**src/rtl/jt12_timers.sv**
```systemverilog
// jt12_timers: OPN Timer A/B with sample prescaler, status flags, IRQ and CSM overflow pulse
module jt12_timers #(
  parameter int SLOT_CNT = 24,
  parameter int A_W      = 10,
  parameter int B_W      = 8
) (
  input  logic           clk,
  input  logic           rst_n,
  input  logic           clk_en,
  input  logic [A_W-1:0] value_A,
  input  logic [B_W-1:0] value_B,
  input  logic           load_A,
  input  logic           load_B,
  input  logic           flagen_A,
  input  logic           flagen_B,
  input  logic           clr_flag_A,
  input  logic           clr_flag_B,
  output logic           flag_A,
  output logic           flag_B,
  output logic           ovf_A,
  output logic           irq_n
);
  logic [4:0]     slot_cnt;
  logic [3:0]     pre_b;
  logic           load_a_q, load_b_q;
  logic [A_W-1:0] cnt_a;
  logic [B_W-1:0] cnt_b;
  logic           tick_smp, tick_b, ld_a, ld_b, ovf_a_now, ovf_b_now;
  assign tick_smp  = clk_en && slot_cnt == 5'(SLOT_CNT - 1);
  assign tick_b    = tick_smp && pre_b == 4'hf;
  assign ld_a      = load_A & ~load_a_q;
  assign ld_b      = load_B & ~load_b_q;
  // a load edge takes priority over a coincident tick, so it can never overflow that cycle
  assign ovf_a_now = tick_smp & load_A & ~ld_a & (&cnt_a);
  assign ovf_b_now = tick_b & load_B & ~ld_b & (&cnt_b);
  assign irq_n     = ~(flag_A | flag_B);
  always_ff @(posedge clk or negedge rst_n)
    if (!rst_n) begin
      slot_cnt <= '0;
      pre_b    <= '0;
      load_a_q <= 1'b0;
      load_b_q <= 1'b0;
      cnt_a    <= '0;
      cnt_b    <= '0;
      ovf_A    <= 1'b0;
      flag_A   <= 1'b0;
      flag_B   <= 1'b0;
    end else begin
      if (clk_en) slot_cnt <= slot_cnt == 5'(SLOT_CNT - 1) ? '0 : slot_cnt + 5'd1;
      if (tick_smp) pre_b <= pre_b + 4'd1;
      load_a_q <= load_A;
      load_b_q <= load_B;
      if (ld_a || ovf_a_now) cnt_a <= value_A;
      else if (tick_smp && load_A) cnt_a <= cnt_a + A_W'(1);
      if (ld_b || ovf_b_now) cnt_b <= value_B;
      else if (tick_b && load_B) cnt_b <= cnt_b + B_W'(1);
      ovf_A  <= ovf_a_now;
      flag_A <= (ovf_a_now & flagen_A) | (flag_A & ~clr_flag_A);
      flag_B <= (ovf_b_now & flagen_B) | (flag_B & ~clr_flag_B);
    end
endmodule
```
**config.mk**
```make
export PLATFORM = sky130hd
export DESIGN_NAME = jt12_timers
export DESIGN_NICKNAME = d
export VERILOG_FILES = /design/src/rtl/jt12_timers.sv
export SDC_FILE = /design/constraint.sdc
export NUM_CORES = 1
export LEC_CHECK = 0
export CAP_MARGIN = 20
export CORE_MARGIN = 2
export CORE_UTILIZATION = 52
export DETAILED_ROUTE_END_ITERATION = 7
export MAX_ROUTING_LAYER = met4
export PLACE_DENSITY = 0.91
export SETUP_SLACK_MARGIN = 0.1
export SLEW_MARGIN = 20
export SYNTH_ARGS = -nofsm -noshare
export SYNTH_HDL_FRONTEND = slang
export SYNTH_SLANG_ARGS = --single-unit
```
**constraint.sdc**
```tcl
create_clock -name clk -period 2 [get_ports clk]
set_input_delay 0.3 -clock clk [delete_from_list [all_inputs] [get_ports clk]]
set_output_delay 0.3 -clock clk [all_outputs]
set_load 0.01 [all_outputs]
```
==> flow_metrics.py <==
metrics = {
    "clocking": {
        "cts_buffers": 5,
        "clock_latency_ns": 0.33,
        "cts-root-buf": "clkbuf_4",
        "cts_tree": "built",
        "ctsLongestPathBuffers": 2,
        "postCtsHoldBufs": 0,
        "cts.sinks": 32,
        "clkTransAtPathRegs_ns": 0.11,
        "htreeDepth": 2,
    },
    "grt": {
        "grtUsageTotal_pct": 20.65,
        "grtUsageMet3_pct": 3.784,
        "top_usage_layer": "met2",
        "grtUsageMet1_pct": 26.39,
        "grt_antenna_before_repair": 0,
        "grt_pass1_vias": 1434,
        "use_met2_pct": 33.47,
        "grt_pass1_wl_um": 6292,
        "grt_overflow": 0,
        "grt_max_degree": 33,
    },
    "timing": {
        "relSlewSlack_pct": 70.36,
        "fin_hold_ws_ns": 0.3564,
        "fin_crit_ns": 1.815,
        "report.final.setup_viol": 0,
        "rsz0062_at_grt": "no",
        "worst-slew-pin-transition_ns": 0.4406,
        "period_share_pct": 90.73,
        "max_freq_mhz": 551.1,
        "slew_viol_final": 0,
        "finalClockSkew_ns": 0.01003,
        "final_hold_viol_count": 0,
        "fin_ws_ns": 0.1854,
    },
    "detailed_routing": {
        "vias": 1514,
        "ant_nets": 0,
        "drc": 0,
        "via_per_inst": 5.670,
        "avgRoutedWirePerCell_um": 14.37,
        "wirelength_um": 3837,
        "drtPass1Iterations": 4,
        "drt-initial-drc-count": 89,
    },
    "place": {
        "dp_slack_ns": -0.09690,
        "portBuffers": 30,
        "hpwl_um": 2640,
        "placed_area_um2": 2230,
        "place.gp.congestion": 0.8512,
    },
    "floorplan": {
        "coreArea_um2": 3311,
        "io_pins": 31,
        "dieHeight_um": 62.62,
        "die_w_um": 62.62,
        "initial_core_util_pct": 53.97,
        "rows": 21,
        "die_area_um2": 3921,
    },
    "worst_setup_path": {
        "cp_max_fo": 8,
        "endpoint_kind": "register",
        "critPathKind": "register to register",
        "crit_chain": "ha_2, nand4b_4, buf_4, nor4_2, xor2_1, mux2_2",
        "slowest_stage": "dfrtp_1",
        "cp-start-kind": "register",
        "slowest_delay_ns": 0.39,
        "worst_ep_arrival_time_ns": 2.04,
        "critical_path_required_ns": 2.23,
    },
    "synthesis": {
        "synth_compound_area_share_pct": 11.41,
        "synth.top_cells.by_area": "dfrtp_1 (45%), mux2_2 (7.6%), xor2_1 (4.9%), nand2_1 (3.2%), ha_1 (2.8%)",
        "yosysSeqAreaShare_pct": 44.82,
        "netlist_area_um2": 1787,
        "synth_top_area_share_pct": 44.82,
        "synthXorXnorAreaFrac_pct": 6.863,
        "synth.area.mux_share_pct": 8.123,
        "synth_edf_count": 0,
        "synth-main-ff-cell": "dfrtp_1",
        "synth-async-reset-ratio_pct": 100.0,
        "synth_warnings": 0,
        "ys_ff_latch": 32,
        "syn_inst": 174,
        "synth_cell_types": 41,
        "syn_area_per_cell_um2": 10.27,
        "synth_top_family_by_area": "simple AND/OR/NAND/NOR gates",
        "synth_nets": 205,
        "synth-simple-area-share_pct": 22.34,
        "yosys.area.top_type": "dfrtp_1",
        "yosys.area_share.adder_pct": 2.801,
    },
    "power_and_ir_drop": {
        "intPower_mw": 1.306,
        "p_sw_mw": 0.5970,
        "ir_worst_vdd_mv": 0.5866,
        "seq_power_share_pct": 48.2,
        "pwr_density_cell_nw_per_um2": 807.9,
        "power_frac_comb_pct": 26.3,
        "p_leak_nw": 1.015,
        "p_total_mw": 1.902,
        "pwr-share-clk_pct": 25.5,
        "p_sw_share_pct": 31.38,
    },
    "layout": {
        "final_util_pct": 71.13,
        "area_delta_synth_final_pct": 31.79,
        "final_layout_size_suffix_gt1_share_pct": 22.17,
        "nets": 251,
        "antenna_cells": 0,
        "final_cell_area_um2": 2355,
    },
    "flow_run": {
        "drv_cap": 0,
    },
    "min_path": {
        "holdCritPathClass": "input pin to asynchronous set/reset pin",
    },
    "status": {
        "status": "completed",
    },
}
-- synthesized netlist by cell type, drive strengths merged (3+ instances only) --
master	instances
xnor2	4
nor4b	3
buf	4
nor3	8
o21ai	6
nand4	8
nor2	8
mux2	12
inv	10
a21oi	3
ha	4
xor2	10
nor4	5
dfrtp	32
nand2	15
nand3	9
-- timing repair --
| item | 4_1_cts | 5_1_grt |
|---|---|---|
| endpoints found under the setup margin | 2 | 17 |
| buffers inserted | 0 | 0 |
| gates resized for setup | 1 | 7 |
-- metrics by stage --
step	setup TNS, ns	cells
finish	0	267
global route	0	267
CTS	0	267
detailed placement	-0.8482	259
global placement	-0.2563	259
floorplan	0	174
-- routing by layer --
metal  vias to the layer above  part of all wire, %
li1                        732                    -
met3                         7                  4.0
met5                         -                    0
met4                         0                  1.6
met1                       733                   45
met2                        42                   49
-- flip-flops by register name, indices dropped and copies added (netlist names) --
signal	count
load_b_q	1
pre_b	4
flag_A	1
slot_cnt	5
flag_B	1
load_a_q	1
cnt_b	8
cnt_a	10
ovf_A	1
-- layout by cell type (no fill, tap or decap), types with 3 or more instances in the layout --
cell and count:
clkdlybuf4s50_1 30, nor3_1 6, nor4_2 3, nand4_1 8, inv_1 10, nor2_1 8
ha_1 3, xnor2_1 4, xor2_1 10, buf_4 15, nor4b_2 3, nand2_1 15
clkbuf_4 5, dfrtp_1 32, mux2_2 12, nand3_1 9, o21ai_0 6
-- power groups by stage --
stage / Sequential (mW) / Clock (mW) / Combinational [mW]
global placement: 0.912 / 0 / 0.446
floorplan: 0.894 / 0 / 0.300
detailed placement: 0.922 / 0 / 0.469
CTS: 0.910 / 0.492 / 0.476
finish: 0.916 / 0.485 / 0.501
global route: 0.936 / 0.522 / 0.557
-- cells by family (layout without fill, tap and decap cells) --
| logic type | after synthesis | count (layout) |
|---|---|---|
| muxes | 13 | 13 |
| AOI/OAI and AO/OA | 27 | 27 |
| and+or+nand+nor | 68 | 68 |
| buffers and inverters | 16 | 63 |
| adders and majority gates | 4 | 4 |
| DFF | 32 | 32 |
| xor gates and xnor gates | 14 | 14 |
-- final cells by class --
| class | count | area, µm² |
|---|---|---|
| multi-input cells | 126 | 969.7 |
| fillers | 257 | 955.9 |
| flip-flops and latches | 32 | 800.8 |
| repair buffers | 45 | 412.9 |
| well taps | 46 | 57.56 |
| clock buffers | 6 | 41.29 |
| inverters | 10 | 37.54 |
| clock inverters | 2 | 35.03 |
-- worst max-delay path, delay by kind of cell, from the launching register on --
family / cells / cell delay [ns]
and+or+nand+nor: 2 / 0.49
adders and majority gates: 1 / 0.24
DFF: 1 / 0.39
buffers and inverters: 1 / 0.22
xor gates and xnor gates: 1 / 0.11
muxes: 1 / 0.27
-- worst paths after layout --
path / cells after the start / to / from / slack [ns]
max: 6 / cnt_a[7] / slot_cnt[0] / 0.19
min: 2 / cnt_a[7] / rst_n / 0.36
max reg2reg: 6 / cnt_a[7] / slot_cnt[0] / 0.19
min reg2reg: 1 / pre_b[3] / pre_b[3] / 0.50
max in group asynchronous: 2 / load_b_q / rst_n / 1.35
min in group clk: 1 / pre_b[3] / pre_b[3] / 0.50
(Power assumes the default switching activity.)
